==> src/rtl/cheby_pkg.sv <==
// Shared constants and state encoding for the Chebyshev term MAC and its ROM wrappers.
package cheby_pkg;

    localparam int DATA_W  = 16;
    localparam int N_TERMS = 8;
    localparam int ADDR_W  = 3;
    localparam int ACC_W   = 2 * DATA_W + $clog2(N_TERMS);

    typedef enum logic [1:0] {
        ST_IDLE  = 2'd0,
        ST_FETCH = 2'd1,
        ST_DRAIN = 2'd2,
        ST_DONE  = 2'd3
    } state_t;

endpackage

==> src/rtl/cheby_round_sat.sv <==
// Q30 accumulator -> Q15 result: round half up, shift, then clamp or wrap.
// Clamping is enabled by defining CHEBY_MAC_SAT_EN; otherwise the low bits wrap.
module cheby_round_sat #(
    parameter int ACC_W  = 35,
    parameter int DATA_W = 16
) (
    input  logic signed [ACC_W-1:0]  i_acc,
    output logic        [DATA_W-1:0] o_sum
);

    localparam int SH = DATA_W - 1;
    localparam int SW = ACC_W - SH;

    logic signed [ACC_W-1:0] w_biased;
    logic signed [SW-1:0]    w_shifted;

    assign w_biased  = i_acc + (ACC_W'(1) << (SH - 1));
    // Taking the upper bits of a signed word is the arithmetic shift right.
    assign w_shifted = w_biased[ACC_W-1:SH];

`ifdef CHEBY_MAC_SAT_EN
    logic signed [SW-1:0] w_max;
    logic signed [SW-1:0] w_min;
    logic                 w_unused_low;

    assign w_max        = {{(SW-DATA_W+1){1'b0}}, {(DATA_W-1){1'b1}}};
    assign w_min        = {{(SW-DATA_W+1){1'b1}}, {(DATA_W-1){1'b0}}};
    assign w_unused_low = ^w_biased[SH-1:0];

    always_comb begin
        o_sum = w_shifted[DATA_W-1:0];
        if (w_shifted > w_max) begin
            o_sum = {1'b0, {(DATA_W-1){1'b1}}};
        end else if (w_shifted < w_min) begin
            o_sum = {1'b1, {(DATA_W-1){1'b0}}};
        end
    end
`else
    logic w_unused_bits;

    assign w_unused_bits = ^{w_biased[SH-1:0], w_shifted[SW-1:DATA_W]};
    assign o_sum         = w_shifted[DATA_W-1:0];
`endif

endmodule

==> src/rtl/cheby_term_mac.sv <==
// Walks the Chebyshev term ROM, multiplies each T_k word by c_k and accumulates sum c_k*T_k.
// Saturating output is selected with CHEBY_MAC_SAT_EN (see cheby_round_sat).
module cheby_term_mac
    import cheby_pkg::*;
(
    input  logic              c_clk,
    input  logic              c_reset,
    input  logic              c_start,
    input  logic [DATA_W-1:0] i_rom_data,
    input  logic [DATA_W-1:0] i_coef,
    output logic [ADDR_W-1:0] o_rom_address,
    output logic              c_rom_read_en,
    output logic              c_rom_ce,
    output logic              c_rom_tri_output,
    output logic [ADDR_W-1:0] o_coef_index,
    output logic [DATA_W-1:0] o_sum,
    output logic              o_valid,
    output logic              o_busy,
    output logic [1:0]        o_dbg_state
);

    localparam int PROD_W = 2 * DATA_W;

    state_t                    r_state;
    logic [ADDR_W-1:0]         r_k;
    logic signed [PROD_W-1:0]  r_prod;
    logic signed [ACC_W-1:0]   r_acc;
    logic [DATA_W-1:0]         r_sum;

    logic signed [PROD_W-1:0]  w_rom_ext;
    logic signed [PROD_W-1:0]  w_coef_ext;
    logic signed [ACC_W-1:0]   w_acc_next;
    logic [DATA_W-1:0]         w_rounded;
    logic                      w_last;
    logic                      w_fetch;

    assign w_rom_ext  = {{DATA_W{i_rom_data[DATA_W-1]}}, i_rom_data};
    assign w_coef_ext = {{DATA_W{i_coef[DATA_W-1]}}, i_coef};
    assign w_acc_next = r_acc + {{(ACC_W-PROD_W){r_prod[PROD_W-1]}}, r_prod};
    assign w_last     = (r_k == ADDR_W'(N_TERMS - 1));
    assign w_fetch    = (r_state == ST_FETCH);

    // The DRAIN-cycle sum is rounded directly so o_sum is already new while o_valid is high.
    cheby_round_sat #(
        .ACC_W  (ACC_W),
        .DATA_W (DATA_W)
    ) u_round_sat (
        .i_acc (w_acc_next),
        .o_sum (w_rounded)
    );

    always_ff @(posedge c_clk) begin
        if (c_reset) begin
            r_state <= ST_IDLE;
            r_k     <= '0;
            r_prod  <= '0;
            r_acc   <= '0;
            r_sum   <= '0;
        end else begin
            case (r_state)
                ST_IDLE: begin
                    if (c_start) begin
                        r_state <= ST_FETCH;
                        r_k     <= '0;
                        r_prod  <= '0;
                        r_acc   <= '0;
                    end
                end
                ST_FETCH: begin
                    r_prod <= w_rom_ext * w_coef_ext;
                    r_acc  <= w_acc_next;
                    if (w_last) begin
                        r_k     <= '0;
                        r_state <= ST_DRAIN;
                    end else begin
                        r_k <= r_k + 1'b1;
                    end
                end
                ST_DRAIN: begin
                    r_acc   <= w_acc_next;
                    r_sum   <= w_rounded;
                    r_state <= ST_DONE;
                end
                ST_DONE: begin
                    r_state <= ST_IDLE;
                end
                default: begin
                    r_state <= ST_IDLE;
                end
            endcase
        end
    end

    // o_valid is a bare one-cycle strobe with no back-pressure: a consumer must take o_sum then.
    assign o_rom_address    = r_k;
    assign o_coef_index     = r_k;
    assign c_rom_ce         = w_fetch;
    assign c_rom_read_en    = w_fetch;
    assign c_rom_tri_output = ~w_fetch;
    assign o_sum            = r_sum;
    assign o_valid          = (r_state == ST_DONE);
    assign o_busy           = (r_state != ST_IDLE);
    assign o_dbg_state      = r_state;

endmodule

==> config.mk <==
export PLATFORM = sky130hd
export DESIGN_NAME = cheby_term_mac
export DESIGN_NICKNAME = d
export VERILOG_FILES = /design/src/rtl/cheby_pkg.sv /design/src/rtl/cheby_round_sat.sv /design/src/rtl/cheby_term_mac.sv
export SDC_FILE = /design/constraint.sdc
export NUM_CORES = 1
export LEC_CHECK = 0
export BUFFER_PORTS_ARGS = -buffer_cell sky130_fd_sc_hd__buf_4
export CAP_MARGIN = 20
export CORE_UTILIZATION = 65
export DETAILED_ROUTE_END_ITERATION = 16
export PLACE_DENSITY = 0.92
export SLEW_MARGIN = 20
export SYNTH_ARGS = -nofsm -noshare
export SYNTH_HDL_FRONTEND = slang
export SYNTH_SLANG_ARGS = --single-unit
==> constraint.sdc <==
create_clock -name c_clk -period 17.5 [get_ports c_clk]
set_clock_uncertainty 0.05 [all_clocks]
set_input_delay 1.75 -clock c_clk [delete_from_list [all_inputs] [get_ports c_clk]]
set_output_delay 1.75 -clock c_clk [all_outputs]
set_load 0.01 [all_outputs]
# Yosys cells after proc, flatten, opt, wreduce, memory -nomap -nowiden
# Index checks and enable logic that the tools add are counted.
# W data, S select, Z words.
# totals
register_bits,88
inputBits,35
out_inout_bits,29
word_cells,34
# classes
addsub,3
multipliers,1
n_eq_ne,6
muxes,10
bitwise_logic,1
reduce_logical,8
# op_table
op,count
$pmux W35 S2,1
$pmux W32 S2,1
$add A35 B35 Y35,1
$mux W35,1
$mul A16 B16 Y32,1
$mux W32,1
$add A31 B16 Y31 const B,1
$pmux W2 S4,1
$mux W3,2
$pmux W3 S2,1
$reduce_and A2 Y1,3
$reduce_bool A2 Y1,3
$eq A2 B2 Y1 const B,2
$mux W2,2
$ne A2 B2 Y1 const B,2
$add A3 B1 Y3 const B,1
$eq A3 B3 Y1 const B,1
$eq A2 B1 Y1 const B,1
$logic_not A2 Y1,1
$reduce_or A2 Y1,1
$not A1 Y1,1

# Depth between registers and ports, before layout
# Gate-level depths: netlist (run 1).
# logic_depth
word_depth,4
ltp_mapped,25
depth_no_buf,24

# Modules after synthesis
# A second synthesis (run 1) with hierarchy kept.
# unflattened
cells_unflattened,1675
hier_area_um2,14964.4
# by_module_without_submodules
mod,instances,cells_each,area_per_inst_um2,seq_area_each_um2
cheby_term_mac,1,1631,14586.5,1761.7
cheby_round_sat,1,44,377.9,0.0

# Worst setup path after synthesis (run 1)
# OpenSTA, ideal clock, no wires.
# synth_path
path_kind,input to register
from,input port i_coef[1]
to,register r_prod[30]
setup_ns,0.117
arrival_ns,7.579
required_ns,17.333
path_slack_ns,9.754
stages,25
n_path_buf,2
path_cell_list,clkbuf_1 -> nand2_1 -> inv_1 -> fa_1 -> inv_1 -> fa_1 -> inv_1 -> fa_1 -> fa_1 -> fa_1 -> inv_1 -> fa_1 -> inv_1 -> ha_1 -> clkbuf_1 -> and4_1 -> nand2_1 -> nor2_1 -> nand2_1 -> o21ai_1 -> a41o_1 -> o41a_1 -> a31oi_1 -> xnor2_1 -> a22o_1
# synth_via
elab_chain_cells,2
# synth_rtl
element,line,text
from (decl),cheby_term_mac.sv:10,"input logic [DATA_W-1:0] i_coef,"
$mul A16 B16 Y32,cheby_term_mac.sv:70,r_prod <= w_rom_ext * w_coef_ext;
$pmux W32 S2,cheby_term_mac.sv:60,case (r_state)
to (signal assigned),cheby_term_mac.sv:70,
to (decl),cheby_term_mac.sv:26,logic signed [PROD_W-1:0] r_prod;
# No other way between the ends.
# A chain may end at the register's enable or synchronous reset.

# Worst setup path in the final report (run 1)
# layout_path
from,input port i_rom_data[15]
to,register r_prod[30]
# layout_via
elab_chain_cells,2
# layout_rtl
element,line,text
from (decl),cheby_term_mac.sv:9,"input logic [DATA_W-1:0] i_rom_data,"
$mul A16 B16 Y32,cheby_term_mac.sv:70,
$pmux W32 S2,cheby_term_mac.sv:60,
# No other way between the ends.

==> impl_metrics.toml, run 1 <==
[status]
status = "finished, final reports clean"

[floorplan]
ios = 64
start_util_pct = 67.1
rows = 54
fp.dieH_microns = 153
die_x_microns = 153
coreArea_sq_um = 22100
dieArea_sq_um = 23400

[logic_synthesis]
synth_sequential_area_ratio_pct = 11.2
synth_edf_count = 0
ys.flop_type = "dfxtp_1"
syn-num-nets = 2084
synth-seq-cells = 83
yosysWarnings = 0
synth_async_sr_flop_share_pct = 0
synth.top_cell.area_share_pct = 34.7
synth.avg_cell_area_sq_um = 8.85
synth_top_area_cell = "fa_1"
synth_cell_type_count = 95
syn_inst = 1675
synth_area_leaders = "fa_1 (35%), dfxtp_1 (11%), ha_1 (9.9%)"
synth_area_sq_um = 14800

[cts]
post_cts_buffers = 0
h-tree-depth = 3
clock-root-buffer = "clkbuf_16"
path_clk_slew_ns = 0.06
clk_path_buf_depth = 2
cts_sinks = 83
worstSkewPairLatency_ns = 0.34
hold_buffers = 0
cts.repair.resized = 0
cts_tree = "yes"
numCtsBuffers = 9

[global_route]
grt_pass1_vias = 13100
overflow = 0
grtUsageMet1_pct = 36.3
grt_usage_pct = 31.4
grt_most_used_layer = "met2"
antenna_found_initial = 0
grt_pass1_wl_mm = 59.6
grt_max_degree = 52
grt.met3_usage_pct = 3.97
met2_usage_pct = 57.0

[critical_path]
slowest_stage = "fa_1"
crit_fanout = 17
cpMostUsedCell = "fa_1"
crit_required_ns = 17.69
path_buf_inv = 6
path_delay_family = "adder cells"
crit_type = "in -> reg"
start_kind = "input port"
cp_cell_sequence = "buf_4 -> nand2_1 -> inv_1 -> fa_1 -> inv_1 -> fa_1 -> inv_1 -> fa_1 -> fa_1 -> fa_1 -> inv_1 -> fa_1 -> inv_1 -> ha_1 -> and4_1 -> nand2_1 -> nor2_1 -> nand2_1 -> o21ai_1 -> a41o_1 -> o41a_1 -> a31oi_1 -> xnor2_1 -> a22o_1"
worstSetupEndpointType = "flop"
cpPeakStageDelay_ns = 0.75
critical_path_arrival_ns = 8.08

[final_layout]
fillCellCount = 1545
diodes = 0
regArea_sq_um = 1660
drive_gt1_share_pct = 7.62
fin_util_pct = 71.2
fin_area_sq_um = 15700
num-nets-final = 2098
area_growth_pct = 6.13
multiInputGateArea_sq_um = 11700

[timing]
rsz0062_at_grt = "no"
slew_headroom_pct = 38.4
slew_violations = 0
hold_viol = 0
fmax_mhz = 127
whs_ns = 0.417
fin_crit_sh_pct = 45.1
period_minus_slack_ns = 7.90
finalSetupViolations = 0
worst_pin_slew_ns = 0.923
setup_tns_ns = 0

[routing]
ant_nets = 0
avgRoutedWirePerCell_microns = 17.3
first_pass_iters = 7
drt_iter0_markers = 917
remaining_drc_errors = 0
viasPerCell = 5.97
wirelength_mm = 34.2
num_vias = 11800

[flow_run]
drv_cap = 0

[place]
dpl_cell_area_sq_um = 15400
numPortBuffers = 63
place.gp.congestion = 0.922
hpwlAfterDp_mm = 27.7

[worst_hold_path]
worstHoldPathType = "reg -> reg"
[cell usage in the layout (no fill, tap or decap), drive strengths merged, types with 9 or more instances in the layout]
| cell | instances |
|---|---|
| nor3 | 16 |
| clkbuf | 11 |
| and2 | 123 |
| nand3 | 20 |
| nor2b | 9 |
| nor2 | 120 |
| fa | 257 |
| a22o | 10 |
| ha | 117 |
| a21oi | 67 |
| a211oi | 15 |
| dfxtp | 83 |
| o21ai | 36 |
| nand2b | 21 |
| xnor2 | 52 |
| a21o | 20 |
| inv | 315 |
| buf | 68 |
| xor2 | 18 |
| nand2 | 157 |
| a22oi | 34 |
[synth_stat cells, types with 4 or more instances]
| master | instances |
|---|---|
| o21a_1 | 6 |
| fa_1 | 257 |
| and2_1 | 122 |
| nand3_1 | 17 |
| a211oi_1 | 11 |
| nor3_1 | 13 |
| xor2_1 | 17 |
| a211oi_2 | 4 |
| dfxtp_1 | 83 |
| inv_1 | 314 |
| buf_4 | 4 |
| o21ai_0 | 28 |
| nor4_1 | 4 |
| o21bai_1 | 7 |
| nand2_1 | 157 |
| a21boi_0 | 4 |
| o21ai_1 | 8 |
| a21o_1 | 18 |
| o31ai_1 | 5 |
| clkbuf_1 | 52 |
| mux2i_1 | 8 |
| and3_1 | 4 |
| o211ai_1 | 5 |
| a31oi_1 | 7 |
| buf_2 | 4 |
| xnor2_1 | 50 |
| a32oi_1 | 4 |
| a22o_1 | 10 |
| nor2b_1 | 9 |
| nand4_1 | 4 |
| nand2b_1 | 21 |
| nor2_1 | 120 |
| a22oi_1 | 33 |
| a21oi_1 | 64 |
| ha_1 | 117 |
[sequential cells by signal, indices dropped and copies added (netlist names)]
signal,cells
o_sum,16
r_prod,31
o_coef_index,3
o_dbg_state,2
r_acc,31
[worst register-to-register path, cell delays in order, from the launching register on]
cell,delay (ns)
dfxtp_1,0.34
ha_1,0.17
inv_1,0.05
fa_1,0.37
nand2b_1,0.22
a211oi_2,0.27
o21ai_1,0.19
and2_1,0.20
o21ai_0,0.20
xor2_1,0.40
ha_1,0.22
inv_1,0.06
nor4_2,0.40
and4_4,0.33
nor4b_2,0.34
and2b_1,0.21
xor2_1,0.16
a211oi_1,0.09
[worst paths after layout]
path / slack, ns / startpoint / to / cells after the start
worst max-delay path: 9.60 / i_rom_data[15] / r_prod[30] / 24
worst min-delay path: 0.42 / r_acc[19] / r_acc[19] / 2
worst max register to register: 13.08 / r_acc[0] / o_sum[11] / 17
worst min register to register: 0.42 / r_acc[19] / r_acc[19] / 2
[metrics by stage]
stage               setup slack (ns)  cells
global route                    9.21   1974
finish                          9.60   1974
detailed placement              9.25   1958
floorplan                       9.75   1675
global placement                9.55   1958
CTS                             9.61   1974
[cell type report]
type / instances / share of cell area (%)
inverters: 314 / 7.49
repair buffers: 68 / 3.24
clock inverters: 5 / 0.374
multi-input cells: 1213 / 74.5
clock buffers: 11 / 1.61
flip-flops and latches: 83 / 10.6
well taps: 280 / 2.23
[metal layers]
metal	vias up	routed length, microns
met3	141	1910
met4	0	1610
met1	5864	12900
met2	467	17800
met5	-	0
li1	5320	-
[cells by family after synthesis]
| logic type | Yosys count | share of synthesized area (%) |
|---|---|---|
| flops | 83 | 11.2 |
| xor+xnor | 70 | 4.36 |
| buf+inv | 379 | 9.80 |
| fa+ha+maj | 374 | 44.6 |
| simple gates | 505 | 17.1 |
| compound gates | 255 | 12.3 |
| mux | 9 | 0.616 |
Power of run 1 is left out: the tool's default activity adds up to more than one toggle a clock period on the data nets, which glitch-free logic cannot reach.
==> inputs of run 2 (changes only) <==
--- a/config.mk
+++ b/config.mk
@@ -7,9 +7,9 @@
 export LEC_CHECK = 0
 export BUFFER_PORTS_ARGS = -buffer_cell sky130_fd_sc_hd__buf_4
 export CAP_MARGIN = 20
-export CORE_UTILIZATION = 65
+export CORE_UTILIZATION = 59
 export DETAILED_ROUTE_END_ITERATION = 16
-export PLACE_DENSITY = 0.92
+export PLACE_DENSITY = 0.89
 export SLEW_MARGIN = 20
 export SYNTH_ARGS = -nofsm -noshare
 export SYNTH_HDL_FRONTEND = slang
==> constraint.sdc (replaced) <==
create_clock -name c_clk -period 6.55 [get_ports c_clk]
set_clock_uncertainty 0.05 [all_clocks]
set_input_delay 0.655 -clock c_clk [delete_from_list [all_inputs] [get_ports c_clk]]
set_output_delay 0.655 -clock c_clk [all_outputs]
set_load 0.01 [all_outputs]
==> run 2 against run 1 <==
Compared with the run above:
- routed wire length increased by 2.1%
- setup slack got worse by 9.4 ns
- design area increased by 2.8%
- highest routed layer unchanged
- non-clock buffer count increased by 46
- die area increased by 10%
- core utilization decreased by 5.1 points
- first-iteration DRC count decreased by 17%
- via count increased by 1.5%
- global-route usage decreased by 2.5 points
- hold slack got worse by 0.0048 ns
- final cell count increased by 4.6%
==> impl_metrics.toml, run 2 (synthesis gave the netlist of run 1 again) <==
[cts]
clk_path_buf_depth = 2
path_clk_slew_ns = 0.06
h-tree-depth = 3
worstSkewPairLatency_ns = 0.34
cts_tree = "yes"
cts_sinks = 83
numCtsBuffers = 9
post_cts_buffers = 0
clock-root-buffer = "clkbuf_16"

[timing]
slew_headroom_pct = 36.1
worst_pin_slew_ns = 0.955
finalSetupViolations = 0
slew_violations = 0
hold_viol = 0
fmax_mhz = 157
period_minus_slack_ns = 6.37
fin_crit_sh_pct = 97.3

[critical_path]
critical_path_arrival_ns = 6.53
start_kind = "input port"
worstSetupEndpointType = "flop"
crit_fanout = 6
crit_required_ns = 6.70
crit_type = "in -> reg"

[place]
place.gp.congestion = 0.918
hpwlAfterDp_mm = 28.6
numPortBuffers = 63
dpl_cell_area_sq_um = 15800

[floorplan]
start_util_pct = 60.6
coreArea_sq_um = 24500
dieArea_sq_um = 25800
die_x_microns = 161
fp.dieH_microns = 161
ios = 64
rows = 57

[final_layout]
layout_common_cells = "inv_1 (313), fa_1 (256), nand2_1 (157)"
num-nets-final = 2144
final_common_cell = "inv_1"
fin_area_sq_um = 16200
diodes = 0
area_growth_pct = 9.12
drive_gt1_share_pct = 10.5

[global_route]
antenna_found_initial = 0
grt_usage_pct = 28.9
grt_pass1_wl_mm = 60.6
grt_max_degree = 76
grt_pass1_vias = 13400
overflow = 0

[worst_hold_path]
worstHoldPathType = "reg -> reg"

[status]
status = "finished, final reports clean"

[routing]
drt_iter0_markers = 760
avgRoutedWirePerCell_microns = 16.9
wirelength_mm = 34.9
viasPerCell = 5.80
first_pass_iters = 5
remaining_drc_errors = 0
ant_nets = 0
num_vias = 12000

[flow_run]
drv_cap = 0
[run 2: changes by cell type in the layout (fill, tap and decap cells not counted), sizes merged]
cell | before | now
buf | 68 | 114
clkbuf | 11 | 10
clkinv | 1 | 2
[run 2: layout make-up]
| cell class | count | area, sq um |
|---|---|---|
| inverter | 314 | 1180 |
| fill | 1809 | 8280 |
| clock inverter | 6 | 63.8 |
| timing repair buffer | 114 | 856 |
| tap | 324 | 405 |
| multi-input combinational | 1213 | 11800 |
| clock buffer | 10 | 239 |
| sequential | 83 | 1660 |
[run 2: layer usage]
metal	vias to the layer above	part of all wire [%]	global-route usage [%]
li1	5403	-	-
met1	5989	37	32.6
met2	427	53	54.0
met3	154	5.3	3.62
met4	0	4.7	13.2
met5	-	0	0
[run 2: worst max-delay path, stage by stage]
cell	delay [ns]
buf_4	0.13
and2_1	0.17
fa_1	0.55
inv_1	0.07
fa_1	0.56
fa_1	0.46
fa_1	0.50
inv_1	0.06
fa_1	0.55
inv_1	0.06
fa_1	0.53
inv_1	0.05
ha_1	0.31
a211o_1	0.32
a2111oi_4	0.25
nor2_1	0.15
a41o_1	0.31
o41a_1	0.35
buf_4	0.15
xor2_1	0.13
a22oi_1	0.14
nor2_1	0.07
[run 2: repair_timing]
action	CTS	global route
endpoints found under the setup margin	0	8
hold buffers	0	0
endpoints found under the hold margin	0	0
gates resized for setup	0	7
[run 2: through the flow]
stage	setup TNS (ns)	instances	setup slack [ns]	hold slack [ns]	util, %
6_report	0	2064	0.176	0.412	66.1
5_1_grt	-0.0540	2064	-0.0346	0.434	66.1
4_1_cts	0	2064	0.113	0.419	65.9
3_5_place_dp	-1.47	2048	-0.251	0.410	64.7
3_3_place_gp	-0.0616	2048	-0.0468	0.400	64.7
2_1_floorplan	0	1675	0.0305	0.386	-
[run 2: path summary, 6_finish.rpt]
kind                                 start         end  slack, ns  depth (start not counted)
worst max register to register    r_acc[0]   o_sum[11]       2.10                         17
worst min register to register  r_prod[14]  r_prod[14]       0.41                          2
worst max-delay path             i_coef[6]  r_prod[28]       0.18                         22
worst min-delay path            r_prod[14]  r_prod[14]       0.41                          2
Power of run 2 is left out for the same reason.
==> inputs of run 3 (changes only) <==
--- a/config.mk
+++ b/config.mk
@@ -7,9 +7,9 @@
 export LEC_CHECK = 0
 export BUFFER_PORTS_ARGS = -buffer_cell sky130_fd_sc_hd__buf_4
 export CAP_MARGIN = 20
-export CORE_UTILIZATION = 59
+export CORE_UTILIZATION = 65
 export DETAILED_ROUTE_END_ITERATION = 16
-export PLACE_DENSITY = 0.89
+export PLACE_DENSITY = 0.92
 export SLEW_MARGIN = 20
 export SYNTH_ARGS = -nofsm -noshare
 export SYNTH_HDL_FRONTEND = slang
==> constraint.sdc (replaced) <==
create_clock -name c_clk -period 6.25 [get_ports c_clk]
set_clock_uncertainty 0.05 [all_clocks]
set_input_delay 0.625 -clock c_clk [delete_from_list [all_inputs] [get_ports c_clk]]
set_output_delay 0.625 -clock c_clk [all_outputs]
set_load 0.01 [all_outputs]
==> run 3 against run 2 <==
Compared with the run above:
- final cell count grew 1.6%
- global-route usage grew 5.4 points
- die area shrank 9.1%
- count of clock-buffer cells in the layout grew 2
- critical path type unchanged
- routed wire length grew 12%
- register-to-register slack lost 0.31 ns
- via count grew 6.3%
- flip-flop and latch count is the same
- hold slack gained 0.011 ns
- core utilization grew 10 points
- design area grew 4.4%
- first-iteration DRC count grew 34%
==> impl_metrics.toml, run 3 (synthesis gave the netlist of run 1 again) <==
[routing]
first_pass_iters = 6
remaining_drc_errors = 0
num_vias = 12700
drt_iter0_markers = 1022
ant_nets = 0
viasPerCell = 6.07
avgRoutedWirePerCell_microns = 18.6
wirelength_mm = 39.1

[timing]
period_minus_slack_ns = 6.24
finalSetupViolations = 0
hold_viol = 0
slew_headroom_pct = 36.5
slew_violations = 0
worst_pin_slew_ns = 0.948
setup_tns_ns = 0
fmax_mhz = 160
fin_crit_sh_pct = 99.9
rsz0062_at_grt = "yes"
whs_ns = 0.423

[floorplan]
rows = 54
ios = 64
start_util_pct = 67.1
dieArea_sq_um = 23400
fp.dieH_microns = 153
coreArea_sq_um = 22100
die_x_microns = 153

[cts]
worstSkewPairLatency_ns = 0.35
h-tree-depth = 3
path_clk_slew_ns = 0.06
hold_buffers = 0
cts_tree = "yes"
clk_path_buf_depth = 2
cts_sinks = 83
numCtsBuffers = 9
clock-root-buffer = "clkbuf_16"

[final_layout]
fin_util_pct = 76.5
drive_gt1_share_pct = 16.1
layout_common_cells = "inv_1 (310), fa_1 (248), buf_4 (188)"
area_growth_pct = 14.0
num-nets-final = 2222
final_common_cell = "inv_1"
diodes = 0

[critical_path]
rrSetupSlack_ns = 1.79
worstSetupEndpointType = "flop"
rr_endpoint = "o_sum[11]"
slowest_stage = "fa_2"
start_kind = "input port"
rr_worst_depth = 17
critical_path_arrival_ns = 6.43
worstSetupStartpoint = "i_coef[2]"
cpMostUsedCell = "fa_1"
crit_required_ns = 6.43
crit_type = "in -> reg"
cpPeakStageDelay_ns = 0.65
r2r_start = "r_acc[0]"
crit_fanout = 10
cp_cell_sequence = "buf_4 -> nand2_2 -> inv_1 -> fa_2 -> buf_4 -> fa_1 -> fa_2 -> fa_1 -> fa_1 -> inv_1 -> fa_1 -> inv_1 -> ha_1 -> a21oi_2 -> nor2b_1 -> o211ai_1 -> a21oi_2 -> o21ai_1 -> nand2b_1 -> o41a_1 -> a31oi_2 -> xnor2_1 -> a22o_1"

[global_route]
antenna_found_initial = 0
overflow = 0
grt_max_degree = 76
grt_pass1_vias = 13900
grt_usage_pct = 34.2
grt_pass1_wl_mm = 64.1

[worst_hold_path]
worstHoldPathType = "reg -> reg"
min_path_cells = 2
worstHoldStart = "r_acc[19]"
min_to = "r_acc[19]"

[status]
status = "finished, final reports clean"

[flow_run]
drv_cap = 0

[place]
place.gp.congestion = 0.913
numPortBuffers = 63
hpwlAfterDp_mm = 31.7
[run 3: cell types whose count changed in the layout (fill, tap and decap cells not counted), moves of 5 or more]
cell and change:
ha_4 +5, fa_1 -8, buf_4 +74, fa_2 +8
ha_1 -6
[run 3: how the worst max path moves through the flow]
| stage | end | slack [ns] | cells after the start |
|---|---|---|---|
| floorplan | r_prod[30] | 0.005 | 25 |
| finish | r_prod[30] | 0.005 | 23 |
| global route | r_prod[30] | -0.18 | 24 |
| global placement | r_prod[30] | -0.21 | 21 |
| CTS | r_prod[30] | 0.02 | 23 |
| detailed placement | r_prod[30] | -0.38 | 21 |
[run 3: cell type report]
| class | instances | area [sq um] |
|---|---|---|
| Fill cell | 1376 | 5200 |
| Inverter | 314 | 1180 |
| Clock buffer | 12 | 246 |
| Timing Repair Buffer | 192 | 1460 |
| Sequential cell | 83 | 1660 |
| Multi-Input combinational cell | 1213 | 11900 |
| Tap cell | 280 | 350 |
| Clock inverter | 4 | 73.8 |
[run 3: repair_timing]
action	CTS	global route
pin swaps	1	28
buffers inserted	0	3
setup endpoints to repair	1	11
resized for setup	0	33
[run 3: critical path, delay by kind of cell]
| family | cells | cell delay (ns) |
|---|---|---|
| simple gates | 3 | 0.28 |
| compound gates | 7 | 1.52 |
| buf+inv | 5 | 0.48 |
| fa+ha+maj | 7 | 3.41 |
| xor+xnor | 1 | 0.11 |
[run 3: per-layer routing]
metal / GRT usage [%] / vias up / wire length (microns)
li1: - / 5570 / -
met3: 4.51 / 221 / 2340
met2: 62.3 / 618 / 20400
met1: 38.6 / 6323 / 13900
met4: 19.6 / 0 / 2510
met5: 0 / - / 0
[run 3: through the flow]
step | setup WS (ns) | std cells | area [sq um]
4_1_cts | 0.0198 | 2095 | 16700
2_1_floorplan | 0.00527 | 1675 | 14900
5_1_grt | -0.179 | 2098 | 16900
6_report | 0.00542 | 2098 | 16900
3_5_place_dp | -0.382 | 2079 | 16400
3_3_place_gp | -0.211 | 2079 | 16400
Power of run 3 is left out for the same reason.
